## src/rtl/fp16_to_fixed_pipe_if.sv

```systemverilog
`timescale 1ns/1ps
// Handshake and data bundle for fp16_to_fixed_pipe.
// Building with FP2FIX_STALL_EN adds the out_ready73/in_ready73 back-pressure pair.
interface fp16_to_fixed_pipe_if #(
    parameter int OUT_W = 16
);
    logic             in_valid73;
    logic [15:0]      fp_in73;
    logic             out_valid73;
    logic [OUT_W-1:0] fix_out73;
    logic             ovf73;
    logic             nan73;
    logic             inexact73;
`ifdef FP2FIX_STALL_EN
    logic             out_ready73;
    logic             in_ready73;

    modport master (
        output in_valid73, fp_in73, out_ready73,
        input  out_valid73, fix_out73, ovf73, nan73, inexact73, in_ready73
    );
    modport slave (
        input  in_valid73, fp_in73, out_ready73,
        output out_valid73, fix_out73, ovf73, nan73, inexact73, in_ready73
    );
`else
    modport master (
        output in_valid73, fp_in73,
        input  out_valid73, fix_out73, ovf73, nan73, inexact73
    );
    modport slave (
        input  in_valid73, fp_in73,
        output out_valid73, fix_out73, ovf73, nan73, inexact73
    );
`endif
endinterface

```

## src/rtl/fp16_to_fixed_pipe.sv

```systemverilog
`timescale 1ns/1ps
// FP16 (1/5/10, bias 15) to signed fixed-point converter.
// Input capture register followed by unpack, align and round/saturate stages:
// a word sampled at edge N is presented after edge N+3, one word per cycle.
// Optional macro FP2FIX_STALL_EN adds a global stall driven by out_ready73.
module fp16_to_fixed_pipe #(
    parameter int OUT_W  = 16,
    parameter int FRAC_W = 0
) (
    input  logic                clk73,
    input  logic                rst73,
    fp16_to_fixed_pipe_if.slave bus
);
    typedef enum logic [2:0] {CLS_ZERO, CLS_SUB, CLS_NORM, CLS_INF, CLS_NAN} fp_class_e;

    // Right shifts up to PAD positions keep every significand bit visible to sticky.
    localparam int                PAD      = 40;
    localparam logic signed [7:0] FRAC_S   = 8'(FRAC_W);
    localparam logic [OUT_W:0]    LIM      = {2'b01, {(OUT_W-1){1'b0}}};
    localparam logic [OUT_W-1:0]  MAX_CODE = {1'b0, {(OUT_W-1){1'b1}}};
    localparam logic [OUT_W-1:0]  MIN_CODE = {1'b1, {(OUT_W-1){1'b0}}};

    logic advance;

    logic        in_v;
    logic [15:0] in_w;

    fp_class_e         s1_cls_c, s1_cls;
    logic [10:0]       s1_sig_c, s1_sig;
    logic signed [7:0] e_unb_c, s1_shift_c, s1_shift;
    logic              s1_v, s1_sign;

    logic [63:0]       int_c;
    logic [10+PAD:0]   rsh_c;
    logic [7:0]        rs_c;
    logic              g_c, r_c, st_c, hi_c;
    logic              s2_v, s2_sign, s2_hi, s2_g, s2_r, s2_s;
    fp_class_e         s2_cls;
    logic [OUT_W-1:0]  s2_mag;

    logic              rnd_up, sat, ovf_c, nan_c, inx_c;
    logic [OUT_W:0]    mag_r;
    logic [OUT_W-1:0]  res_c;
    logic              out_v, out_ovf, out_nan, out_inx;
    logic [OUT_W-1:0]  out_fix;

`ifdef FP2FIX_STALL_EN
    assign advance        = !(out_v && !bus.out_ready73);
    assign bus.in_ready73 = advance;
`else
    assign advance = 1'b1;
`endif

    // Capture the incoming word; rst73 wins over in_valid73.
    // NOTE: state registers use non-blocking assignments so every stage samples pre-edge values.
    always_ff @(posedge clk73) begin
        if (rst73) begin
            in_v <= 1'b0;
            in_w <= '0;
        end else if (advance) begin
            in_v <= bus.in_valid73;
            in_w <= bus.fp_in73;
        end
    end

    // Unpack: classify and form significand plus signed alignment shift.
    // NOTE: every combinational output gets a default first so no latch is inferred.
    always_comb begin
        s1_cls_c = CLS_NORM;
        s1_sig_c = {1'b1, in_w[9:0]};
        e_unb_c  = $signed({3'b000, in_w[14:10]}) - 8'sd15;
        if (in_w[14:10] == 5'd0) begin
            s1_sig_c = {1'b0, in_w[9:0]};
            e_unb_c  = -8'sd14;
            s1_cls_c = (in_w[9:0] == 10'd0) ? CLS_ZERO : CLS_SUB;
        end else if (in_w[14:10] == 5'd31) begin
            s1_cls_c = (in_w[9:0] == 10'd0) ? CLS_INF : CLS_NAN;
        end
        s1_shift_c = e_unb_c - 8'sd10 + FRAC_S;
    end

    // Stage 1 register.
    always_ff @(posedge clk73) begin
        if (rst73) begin
            s1_v     <= 1'b0;
            s1_sign  <= 1'b0;
            s1_cls   <= CLS_ZERO;
            s1_sig   <= '0;
            s1_shift <= '0;
        end else if (advance) begin
            s1_v     <= in_v;
            s1_sign  <= in_w[15];
            s1_cls   <= s1_cls_c;
            s1_sig   <= s1_sig_c;
            s1_shift <= s1_shift_c;
        end
    end

    // Align: left shift with overflow detect, or right shift keeping guard/round/sticky.
    // Sticky here is the OR of everything below the round bit.
    always_comb begin
        int_c = '0;
        rsh_c = '0;
        g_c   = 1'b0;
        r_c   = 1'b0;
        st_c  = 1'b0;
        hi_c  = 1'b0;
        rs_c  = 8'(-s1_shift);
        if (!s1_shift[7]) begin
            if (s1_shift > 8'sd52)
                hi_c = |s1_sig;
            else
                int_c = 64'(s1_sig) << s1_shift[5:0];
        end else if (rs_c > 8'(PAD)) begin
            st_c = |s1_sig;
        end else begin
            rsh_c = {s1_sig, {PAD{1'b0}}} >> rs_c;
            int_c = 64'(rsh_c[10+PAD:PAD]);
            g_c   = rsh_c[PAD-1];
            r_c   = rsh_c[PAD-2];
            st_c  = |rsh_c[PAD-3:0];
        end
        hi_c = hi_c | (|int_c[63:OUT_W]);
    end

    // Stage 2 register.
    always_ff @(posedge clk73) begin
        if (rst73) begin
            s2_v    <= 1'b0;
            s2_sign <= 1'b0;
            s2_cls  <= CLS_ZERO;
            s2_mag  <= '0;
            s2_hi   <= 1'b0;
            s2_g    <= 1'b0;
            s2_r    <= 1'b0;
            s2_s    <= 1'b0;
        end else if (advance) begin
            s2_v    <= s1_v;
            s2_sign <= s1_sign;
            s2_cls  <= s1_cls;
            s2_mag  <= int_c[OUT_W-1:0];
            s2_hi   <= hi_c;
            s2_g    <= g_c;
            s2_r    <= r_c;
            s2_s    <= st_c;
        end
    end

    // Round to nearest even, apply sign, saturate, and resolve specials.
    always_comb begin
        rnd_up = s2_g & (s2_r | s2_s | s2_mag[0]);
        mag_r  = {1'b0, s2_mag} + {{OUT_W{1'b0}}, rnd_up};
        // A negative magnitude of exactly 2^(OUT_W-1) is the most-negative code, not overflow.
        sat    = s2_hi | (s2_sign ? (mag_r > LIM) : (mag_r >= LIM));
        res_c  = s2_sign ? (-mag_r[OUT_W-1:0]) : mag_r[OUT_W-1:0];
        ovf_c  = 1'b0;
        nan_c  = 1'b0;
        inx_c  = s2_g | s2_r | s2_s;
        if (s2_cls == CLS_NAN) begin
            res_c = '0;
            nan_c = 1'b1;
            inx_c = 1'b0;
        end else if (s2_cls == CLS_INF || sat) begin
            res_c = s2_sign ? MIN_CODE : MAX_CODE;
            ovf_c = 1'b1;
            inx_c = 1'b0;
        end
    end

    // Output register; data and flags only change when a valid word arrives.
    always_ff @(posedge clk73) begin
        if (rst73) begin
            out_v   <= 1'b0;
            out_fix <= '0;
            out_ovf <= 1'b0;
            out_nan <= 1'b0;
            out_inx <= 1'b0;
        end else if (advance) begin
            out_v <= s2_v;
            if (s2_v) begin
                out_fix <= res_c;
                out_ovf <= ovf_c;
                out_nan <= nan_c;
                out_inx <= inx_c;
            end
        end
    end

    assign bus.out_valid73 = out_v;
    assign bus.fix_out73   = out_fix;
    assign bus.ovf73       = out_ovf;
    assign bus.nan73       = out_nan;
    assign bus.inexact73   = out_inx;
endmodule

```

## src/flat_wrapper.sv

```systemverilog
// flat-port wrapper written by rule: the top's interface ports become plain ports
module fp16_to_fixed_pipe_flat 
#(
    parameter int OUT_W  = 16,
    parameter int FRAC_W = 0
)
  (clk73, rst73, bus_in_valid73, bus_fp_in73, bus_out_valid73, bus_fix_out73, bus_ovf73, bus_nan73, bus_inexact73);
  fp16_to_fixed_pipe_if #(.OUT_W(OUT_W)) bus_i ();
  input  logic clk73;
  input  logic rst73;
  input wire logic [$bits(bus_i.in_valid73)-1:0] bus_in_valid73;
  input wire logic [$bits(bus_i.fp_in73)-1:0] bus_fp_in73;
  output wire logic [$bits(bus_i.out_valid73)-1:0] bus_out_valid73;
  output wire logic [$bits(bus_i.fix_out73)-1:0] bus_fix_out73;
  output wire logic [$bits(bus_i.ovf73)-1:0] bus_ovf73;
  output wire logic [$bits(bus_i.nan73)-1:0] bus_nan73;
  output wire logic [$bits(bus_i.inexact73)-1:0] bus_inexact73;
  assign bus_i.in_valid73 = bus_in_valid73;
  assign bus_i.fp_in73 = bus_fp_in73;
  assign bus_out_valid73 = bus_i.out_valid73;
  assign bus_fix_out73 = bus_i.fix_out73;
  assign bus_ovf73 = bus_i.ovf73;
  assign bus_nan73 = bus_i.nan73;
  assign bus_inexact73 = bus_i.inexact73;
  fp16_to_fixed_pipe #(.OUT_W(OUT_W), .FRAC_W(FRAC_W)) u_core (.clk73(clk73), .rst73(rst73), .bus(bus_i));
endmodule
```

## config.mk

```make
export PLATFORM = sky130hd
export DESIGN_NAME = fp16_to_fixed_pipe_flat
export DESIGN_NICKNAME = d
export VERILOG_FILES = /design/src/rtl/fp16_to_fixed_pipe_if.sv /design/src/rtl/fp16_to_fixed_pipe.sv /design/src/flat_wrapper.sv
export SDC_FILE = /design/constraint.sdc
export NUM_CORES = 1
export LEC_CHECK = 0
export CORE_MARGIN = 1.5
export CORE_UTILIZATION = 40
export DETAILED_ROUTE_END_ITERATION = 12
export HOLD_SLACK_MARGIN = 0.03
export PLACE_DENSITY_LB_ADDON = 0.05
export REMOVE_ABC_BUFFERS = 1
export SETUP_SLACK_MARGIN = 0.15
export SYNTH_ARGS = -nofsm -noshare
export SYNTH_HDL_FRONTEND = slang
export SYNTH_SLANG_ARGS = --single-unit
```

## constraint.sdc

```tcl
create_clock -name clk73 -period 3.6 [get_ports clk73]
set_input_delay 0.72 -clock clk73 [delete_from_list [all_inputs] [get_ports clk73]]
set_output_delay 0.72 -clock clk73 [all_outputs]
set_load 0.02 [all_outputs]
```

* After elaboration in Yosys (flattened, before gate mapping)
Index checks and enable logic that the tools add are counted.
** Storage, ports and cells
- Memories :: 0
- Bits of input ports :: 19
- Logic and storage cells :: 72
- Bits in latches :: 0
- Memory bits (writable) :: 0
- Bits in read-only memories :: 0
- Register bits :: 86
** Operators by class
- Equality and inequality tests :: 3
- Reductions and logical operators :: 8
- Shift-type cells :: 2
- Bitwise logic cells :: 8
- Div/mod/pow operators :: 0
- $lt $le $gt $ge :: 4
- $add $sub $neg :: 5
- Mux-type cells :: 22
- Multipliers :: 0
** Operators by type and width (count)
- 64-bit two-way mux :: 2
- 16-bit two-way mux :: 4
- 11-bit by 6-bit << shifter with 64-bit output :: 1
- 51-bit by 8-bit right shift with 51-bit output :: 1
- 48-bit OR reduction :: 1
- 38-bit OR reduction :: 1
- 11-bit two-way mux :: 2
- 16-bit by 1-bit adder with 17-bit output :: 1
- 17-bit by 16-bit greater-or-equal comparator with 1-bit output (second input constant) :: 1
- 17-bit by 16-bit greater-than comparator with 1-bit output (second input constant) :: 1
- 16-bit negator :: 1
- 11-bit OR reduction :: 1
- 10-bit zero test :: 1
- 1-bit two-way mux :: 10
- 3-bit two-way mux :: 3
- 8-bit by 6-bit greater-than comparator with 1-bit output (second input constant) :: 1
- 8-bit by 7-bit greater-than comparator with 1-bit output (second input constant) :: 1
- 8-bit two-way mux :: 1
- 8-bit negator :: 1
- 8-bit by 5-bit subtractor with 8-bit output (second input constant) :: 1
- 1-bit OR :: 6
- 5-bit by 4-bit subtractor with 6-bit output (second input constant) :: 1
- 5-bit equality test (second input constant) :: 1
- 5-bit zero test :: 1
- other kinds (7) :: 7

* Longest topological paths before layout
Gate-level depths: netlist (run 1).
- Depth after elaboration :: 10
- Gate-level depth with buffers :: 13
- Mapped depth without buffers :: 10

* Worst setup path after synthesis (run 1)
No wires, ideal clock.
- Path type :: flip-flop to flip-flop
- Start :: reg u_core.s1_shift[1]
- End :: reg u_core.s2_s
- Clock period less this slack :: 3.406 ns
- Slack :: 0.194 ns
- Arrival :: 3.274 ns
- Stages on the path, launching flop included :: 13
- Required time :: 3.469 ns
- Buffers on the path :: 3
- Cell sequence :: dfxtp_1 clkbuf_1 inv_1 clkbuf_1 ha_1 buf_6 mux2_4 mux4_2 or3_1 nor3b_1 o21a_1 o41ai_2 a31oi_1
** Between the ends
- Word-level cells in the longest chain between the ends :: 4
- Elaborated cells on any way between the ends :: 5
- Those cells by class :: add/sub (1); order compare (1); shift (1); mux (1); reduce/logical (1)
** RTL lines
- from (decl) :: line fp16_to_fixed_pipe.sv:30 : logic signed [7:0] e_unb_c, s1_shift_c, s1_shift;
- from (signal assigned) :: line fp16_to_fixed_pipe.sv:95 : s1_shift <= s1_shift_c;
- 8-bit negator (*) :: line fp16_to_fixed_pipe.sv:108 : rs_c = 8'(-s1_shift);
- 51-bit by 8-bit right shift with 51-bit output :: line fp16_to_fixed_pipe.sv:117 : rsh_c = {s1_sig, {PAD{1'b0}}} >> rs_c;
- 38-bit OR reduction :: line fp16_to_fixed_pipe.sv:121 : st_c = |rsh_c[PAD-3:0];
- 1-bit two-way mux (*) :: line fp16_to_fixed_pipe.sv:114 : end else if (rs_c > 8'(PAD)) begin
- to (signal assigned) :: line fp16_to_fixed_pipe.sv:145 : s2_s <= st_c;
- to (decl) :: line fp16_to_fixed_pipe.sv:37 : logic s2_v, s2_sign, s2_hi, s2_g, s2_r, s2_s;
Every way passes the cells marked *; elsewhere a longest branch is shown, timed or not.
A chain may end at the register's enable or synchronous reset.

* Worst setup path after layout (run 1)
- Start :: reg u_core.s2_g
- End :: reg u_core.out_fix[13] (netlist: u_core.bus.fix_out73[13])
** Between the ends
- Word-level cells in the longest chain between the ends :: 8
- Elaborated cells on any way between the ends :: 11
- Those cells by class :: add/sub (2); order compare (2); mux (4); bitwise (2); reduce/logical (1)
** RTL lines
- from (decl) :: line fp16_to_fixed_pipe.sv:37
- from (signal assigned) :: line fp16_to_fixed_pipe.sv:143 : s2_g <= g_c;
- 1-bit AND (*) :: line fp16_to_fixed_pipe.sv:151 : rnd_up = s2_g & (s2_r | s2_s | s2_mag[0]);
- 16-bit by 1-bit adder with 17-bit output (*) :: line fp16_to_fixed_pipe.sv:152 : mag_r = {1'b0, s2_mag} + {{OUT_W{1'b0}}, rnd_up};
- 17-bit by 16-bit greater-or-equal comparator with 1-bit output or 17-bit by 16-bit greater-than comparator with 1-bit output (tied branches) :: line fp16_to_fixed_pipe.sv:154 : sat = s2_hi | (s2_sign ? (mag_r > LIM) : (mag_r >= LIM));
- 1-bit two-way mux :: line fp16_to_fixed_pipe.sv:154
- 1-bit OR :: line fp16_to_fixed_pipe.sv:154
- 1-bit logical OR :: line fp16_to_fixed_pipe.sv:163 : end else if (s2_cls == CLS_INF || sat) begin
- 16-bit two-way mux (*) :: line fp16_to_fixed_pipe.sv:163
- 16-bit two-way mux (*) :: line fp16_to_fixed_pipe.sv:159 : if (s2_cls == CLS_NAN) begin
- to (signal assigned) :: line fp16_to_fixed_pipe.sv:181 : out_fix <= res_c;
- to (decl) :: line fp16_to_fixed_pipe.sv:45 : logic [OUT_W-1:0] out_fix;
Marks and branches as above.

==> results of run 1 <==
## per-layer routing
metal / routed length [um] / vias up
met5: 0 / -
met2: 7381 / 205
met4: 342 / 0
met1: 7762 / 2621
li1: - / 2668
met3: 1146 / 24
## worst min-delay path by stage
stage,slack [ps],endpoint,depth (start not counted),startpoint
floorplan,410,u_core.s1_sign$_SDFF_PP0_,1,u_core.in_w[15]$_SDFF_PP0_
global placement,420,u_core.s2_sign$_SDFF_PP0_,1,u_core.s1_sign$_SDFF_PP0_
detailed placement,420,u_core.s2_cls[2]$_SDFF_PP0_,1,u_core.s1_cls[2]$_SDFF_PP0_
CTS,440,u_core.s2_cls[2]$_SDFF_PP0_,1,u_core.s1_cls[2]$_SDFF_PP0_
global route,470,u_core.s2_cls[0]$_SDFF_PP0_,1,u_core.s1_cls[0]$_SDFF_PP0_
finish,430,u_core.s2_cls[2]$_SDFF_PP0_,1,u_core.s1_cls[2]$_SDFF_PP0_
## metrics by stage
stage,setup slack [ps],area (sq um),power (mW),TNS [ps],util [%]
2_1_floorplan,-818.8,5568,1.545,-818.8,-
4_1_cts,291.7,6558,2.628,0,46.88
6_report,381.5,6563,2.610,0,46.91
3_3_place_gp,426.3,6290,1.774,0,44.96
5_1_grt,132.3,6563,2.746,0,46.91
3_5_place_dp,329.7,6290,1.771,0,44.96
## placed cells by master, fill, tap and decap left out, types with 18 or more instances in the layout
cell type,Yosys,routed
nor2b_1,41,41
clkdlybuf4s50_1,0,37
inv_1,22,22
nor2_1,56,56
nand3_1,23,23
nand2_1,62,62
dfxtp_1,86,85
xnor2_1,18,18
o21ai_0,21,21
a21oi_1,54,54
## area by class of cell
class / count / area (sq um)
clock buffers: 12 / 236.5
clock inverters: 4 / 31.28
fillers: 1386 / 7426
inverters: 23 / 86.33
multi-input cells: 557 / 3765
flip-flops and latches: 86 / 1723
well taps: 180 / 225.2
repair buffers: 54 / 495.5
## state kept, by name, indices dropped and copies added (netlist names), 3 cells and up
signal	cells
u_core.bus.fix_out73	16
u_core.s2_mag	16
u_core.s1_sig	11
u_core.s1_shift	8
u_core.s2_cls	3
u_core.s1_cls	3
u_core.in_w	16
## worst max-delay path, cell delays in order (launching register included)
cell	delay, ps
dfxtp_1	420
and2_1	180
ha_2	290
nand3_1	110
xor2_1	320
nand4_1	250
a211o_1	470
o41a_1	580
nor4_1	330
o32ai_1	130
## timing repair
item / in CTS / in global routing
buffers inserted: 0 / 0
gates resized for setup: 0 / 2
setup endpoints to repair: 0 / 9
## kinds of logic (layout without fill, tap and decap cells)
| group | count (synthesis) | count (layout) | synth area share, % |
|---|---|---|---|
| xor+xnor | 33 | 33 | 5.126 |
| fa+ha+maj | 8 | 8 | 1.730 |
| compound gates | 196 | 196 | 23.62 |
| buf+inv | 74 | 93 | 5.255 |
| simple gates | 283 | 283 | 25.76 |
| mux | 37 | 37 | 8.759 |
| flops | 86 | 86 | 29.76 |
## where the power goes
group	total, mW	leakage [nW]	internal (mW)	switching [mW]
sequential	1.05	0.704	0.992	0.0564
clock	0.844	0.132	0.473	0.371
combinational	0.718	1.58	0.294	0.424
==> impl_results.md, run 1 <==
* Global Route Usage Sum at 22.84%
* RR Endpoint: u_core.bus.fix_out73[13]$_SDFFE_PP0P_
* Post-synth top cells: dfxtp_1 (86), nand2_1 (62), nor2_1 (56)
* Die Area at 15190 sq um
* Count leader, synth: dfxtp_1
* Yosys reg bits at 86
* Hold WS at 434.2 ps
* Reg2reg start: u_core.s2_g$_SDFF_PP0_
* Initial antenna violation count at 0
* Main synth FF type: dfxtp_1
* Status: finished clean
* Syn Std Cell Area at 5786 sq um
* Cells after DPL at 900
* Max rail drop VDD at 0.2665 mV
* Setup Crit Path Kind: reg -> reg
* Total CTS buffers at 9
* First-pass DRT Iterations at 6
* Congestion Overflow GR at 0
* Measured slew at the worst slew-check pin at 575.1 ps
* Core area at 13990 sq um
* Detailed Place HPWL at 12.43 mm
* Routed Antenna Nets at 0
* Vias post-DR at 5518
* Vias in the first global route at 5134
* Post-synth cell types at 78
* Min-delay worst type: reg -> reg
* Largest net degree at the start of global routing at 55
* Final number of max-transition violations at 0
* Worst EP required at 3810 ps
* Share of the synthesized area in the top cell type at 29.76%
* Site Rows at 43
* Synth Warn # at 0
* Hold_buf cts at 0
* Arr. time, crit path at 3430 ps
* Port Buf Inserts at 38
* Finished Layout Cells at 916
* Area grow syn2layout at 13.43%
* Slew Limit Headroom at 61.40%
* Final Critical Period at 3219 ps
* Critical path capture point: u_core.bus.fix_out73[13]$_SDFFE_PP0P_
* Period utilization at 89.40%
* Fmax at 310.7 MHz
* Post-Syn Area per Cell at 8.069 sq um
* Initial Utilization at 41.36%
* Skew-Pair Late Insertion Delay at 340 ps
* Setup crit start: u_core.s2_g$_SDFF_PP0_
* H-tree Lvls at 3
* Register area share after synthesis at 29.76%
* CP max FO at 9
* Max-cap violations at 0
* WL per Instance at 18.16 um
* Busiest grt layer: met2
* CTS sink count at 86
* Chip Height at 123.3 um
* Synth async-reset ratio at 0%
* Routing usage on met3 at 3.782%
* Post-synth top area cell: dfxtp_1
* RSZ-0062 raised after global routing: yes
* Worst Reg2Reg Path Length in Cells at 9
* CP startpoint kind: flip-flop
* Die X at 123.3 um
* Synth Instances at 717
* I/O Pins at 39
* Power per cell area at 397.8 nW/um^2
* Remaining DRCs at 0
* Reg clk slew, reported paths at 60 ps
* # nets final at 758
* Worst R2R Setup Slack at 380 ps
* Initial DRC Count at 574
* TritonCTS clock tree: built
* Layout cells sized above 1 at 9.375%
* GR Layer Usage met2 at 35.14%
* Vias/cell at 6.024
* Synth area leaders: dfxtp_1 (30%), a21oi_1 (4.7%), nor2b_1 (4.4%)
* Drt total wl at 16.63 mm
* Gpl congestion at 0.9172
* Post-synth EDFFs at 0
* Max clock buf depth at 2
* Hold Violations, Final at 0
* Global Route met1 Usage at 32.64%
* Final setup fails at 0
* N_diodes at 0
* Static leakage at 2.412 nW
* Setup crit end kind: flip-flop
* First-pass GRT wire length at 26.73 mm
* Setup Skew at 7.945 ps
* Root Buffer: clkbuf_16
No activity file was read; power rests on OpenSTA's default activity.
==> run 2: changes to the inputs <==
- CELL_PAD_IN_SITES_DETAIL_PLACEMENT: default -> 0
- CELL_PAD_IN_SITES_GLOBAL_PLACEMENT: default -> 2
- CORE_UTILIZATION: 40 -> 33
==> run 2 against run 1 <==
  * Clock skew up 2.2 ps
  * Die area up 21%
  * First-iteration DRC count down 29%
  * Critical path type unchanged
  * Largest cell class unchanged
==> impl_results.md, run 2 (synthesis gave the netlist of run 1 again) <==
* Setup crit end kind: flip-flop (unchanged)
* Die X at 135.4 um (was 123.3 um)
* Finished Layout Cells at 967 (was 916)
* Total CTS buffers at 9 (unchanged)
* Max clock buf depth at 2 (unchanged)
* Initial Utilization at 33.57% (was 41.36%)
* Vias in the first global route at 5126 (was 5134)
* Setup slack at placement at 273.5 ps (was 329.7 ps)
* Setup Skew at 10.11 ps (was 7.945 ps)
* Routed Antenna Nets at 0 (unchanged)
* RR Endpoint: u_core.s2_s$_SDFF_PP0_ (was u_core.bus.fix_out73[13]$_SDFFE_PP0P_)
* Cells after DPL at 951 (was 900)
* Arr. time, crit path at 3470 ps (was 3430 ps)
* Most common cell after layout, fill and taps aside: dfxtp_1 (unchanged)
* Max-cap violations at 0 (unchanged)
* Detailed Place HPWL at 13.72 mm (was 12.43 mm)
* CTS sink count at 86 (unchanged)
* Sequential share of power at 37.8% (was 40.2%)
* Reg2reg start: u_core.s1_shift[1]$_SDFF_PP0_ (was u_core.s2_g$_SDFF_PP0_)
* Initial antenna violation count at 0 (unchanged)
* Most frequent cells in the layout: dfxtp_1 (85), nand2_1 (62), nor2_1 (56), a21oi_1 (54), nor2b_1 (41) (unchanged)
* Remaining DRCs at 0 (unchanged)
* Root Buffer: clkbuf_16 (unchanged)
* Drt total wl at 18.05 mm (was 16.63 mm)
* # nets final at 764 (was 758)
* Comb pwr share at 26.6% (was 27.5%)
* Vias post-DR at 5501 (was 5518)
* H-tree Lvls at 3 (unchanged)
* First-pass DRT Iterations at 5 (was 6)
* Static leakage at 2.470 nW (was 2.412 nW)
* Area grow syn2layout at 16.09% (was 13.43%)
* Site Rows at 48 (was 43)
* Hold path startpoint: u_core.s1_cls[1]$_SDFF_PP0_ (was u_core.s1_cls[2]$_SDFF_PP0_)
* Hold_buf cts at 0 (unchanged)
* Max rail drop VDD at 0.2257 mV (was 0.2665 mV)
* Post-layout util at 38.97% (was 46.91%)
* Reg clk slew, reported paths at 70 ps (was 60 ps)
* Min-delay worst type: reg -> reg (unchanged)
* Switching pwr at 0.9117 mW (was 0.8520 mW)
* First-pass GRT wire length at 28.27 mm (was 26.73 mm)
* Congestion Overflow GR at 0 (unchanged)
* N_diodes at 0 (unchanged)
* I/O Pins at 39 (unchanged)
* Vias/cell at 5.689 (was 6.024)
* Fmax at 307.4 MHz (was 310.7 MHz)
* Measured slew at the worst slew-check pin at 628.7 ps (was 575.1 ps)
* Gpl congestion at 0.9235 (was 0.9172)
* Worst R2R Setup Slack at 350 ps (was 380 ps)
* Slew Limit Headroom at 57.84% (was 61.40%)
* TritonCTS clock tree: built (unchanged)
* Final number of max-transition violations at 0 (unchanged)
* CTS resizes at 0 (unchanged)
* Final Critical Period at 3253 ps (was 3219 ps)
* Setup Crit Path Kind: reg -> reg (unchanged)
* Final setup margin at 347.2 ps (was 381.5 ps)
* Global Route Usage Sum at 19.87% (was 22.84%)
* Initial DRC Count at 405 (was 574)
* Cell Area, Placed at 6391 sq um (was 6290 sq um)
* Final setup fails at 0 (unchanged)
* Internal power at 1.862 mW (was 1.759 mW)
* Largest net degree at the start of global routing at 46 (was 55)
* Switching Share at 32.87% (was 32.64%)
* Hold Violations, Final at 0 (unchanged)
* WL per Instance at 18.67 um (was 18.16 um)
* Worst EP required at 3810 ps (about the same)
* Hold Crit Depth at 1 (unchanged)
* Core area at 17240 sq um (was 13990 sq um)
* Clock share of power at 35.6% (was 32.3%)
* CP max FO at 14 (was 9)
* Period utilization at 90.35% (was 89.40%)
* Port Buf Inserts at 38 (unchanged)
* RSZ-0062 raised after global routing: no (was yes)
* Status: finished clean (unchanged)
* Post-CTS setup buffer count at 0 (unchanged)
* Hold EP: u_core.s2_cls[1]$_SDFF_PP0_ (was u_core.s2_cls[2]$_SDFF_PP0_)
* Layout cells sized above 1 at 10.65% (was 9.375%)
* Chip Height at 135.4 um (was 123.3 um)
* Final instance area at 6716 sq um (was 6563 sq um)
* CP startpoint kind: flip-flop (unchanged)
* Power per cell area at 412.9 nW/um^2 (was 397.8 nW/um^2)
* Hold WS at 438.3 ps (was 434.2 ps)
* Skew-Pair Late Insertion Delay at 340 ps (about the same)
* Die Area at 18340 sq um (was 15190 sq um)
* Worst Reg2Reg Path Length in Cells at 9 (unchanged)
run 2: cell types whose count changed in the layout (fill, tap and decap cells not counted), sizes merged:
cell and delta:
clkbuf -2, bufinv +1, inv +2, buf +6
clkinv -1
run 2: routing by layer:
metal / GRT usage, % / routed length [um]
met5: 0 / 0
met4: 6.153 / 312
met3: 2.207 / 775
met2: 30.27 / 7986
met1: 29.22 / 8977
run 2: through the flow:
stage / setup TNS [ps] / power, mW
after global placement: 0 / 1.804
after floorplan: -818.8 / 1.545
final: 0 / 2.773
after global routing: 0 / 2.922
after CTS: 0 / 2.805
after detailed placement: 0 / 1.797
run 2: worst max-delay path: stages, from the launching register on:
cell	delay (ps)
dfxtp_1	330
inv_1	60
ha_1	610
mux2_2	440
mux4_2	510
or3_1	390
nor3b_1	170
o21a_1	220
o41ai_2	310
a31oi_1	110
run 2: power by group through the flow:
stage | registers (mW) | clock network (mW) | logic (mW)
global route | 1.06 | 1.07 | 0.800
floorplan | 1.08 | 0 | 0.467
finish | 1.05 | 0.986 | 0.738
detailed placement | 1.07 | 0 | 0.727
global placement | 1.07 | 0 | 0.734
CTS | 1.05 | 1.03 | 0.731
run 2: worst max-delay path by stage:
stage | start | end | slack (ps)
after floorplan | u_core.s1_shift[0]$_SDFF_PP0_ | u_core.s2_s$_SDFF_PP0_ | -820
after global placement | u_core.s1_shift[1]$_SDFF_PP0_ | u_core.s2_s$_SDFF_PP0_ | 430
after detailed placement | u_core.s2_g$_SDFF_PP0_ | u_core.bus.fix_out73[13]$_SDFFE_PP0P_ | 270
after CTS | u_core.s2_g$_SDFF_PP0_ | u_core.bus.fix_out73[13]$_SDFFE_PP0P_ | 250
after global routing | u_core.s1_shift[1]$_SDFF_PP0_ | u_core.s2_s$_SDFF_PP0_ | 220
final | u_core.s1_shift[1]$_SDFF_PP0_ | u_core.s2_s$_SDFF_PP0_ | 350
run 2: final cells by class:
| cell class | instances | area, sq um |
|---|---|---|
| clock buffers | 10 | 239.0 |
| clock inverters | 6 | 75.07 |
| fillers | 1770 | 10520 |
| inverters | 23 | 86.33 |
| multi-input cells | 557 | 3771 |
| flip-flops and latches | 86 | 1723 |
| well taps | 225 | 281.5 |
| repair buffers | 60 | 540.5 |
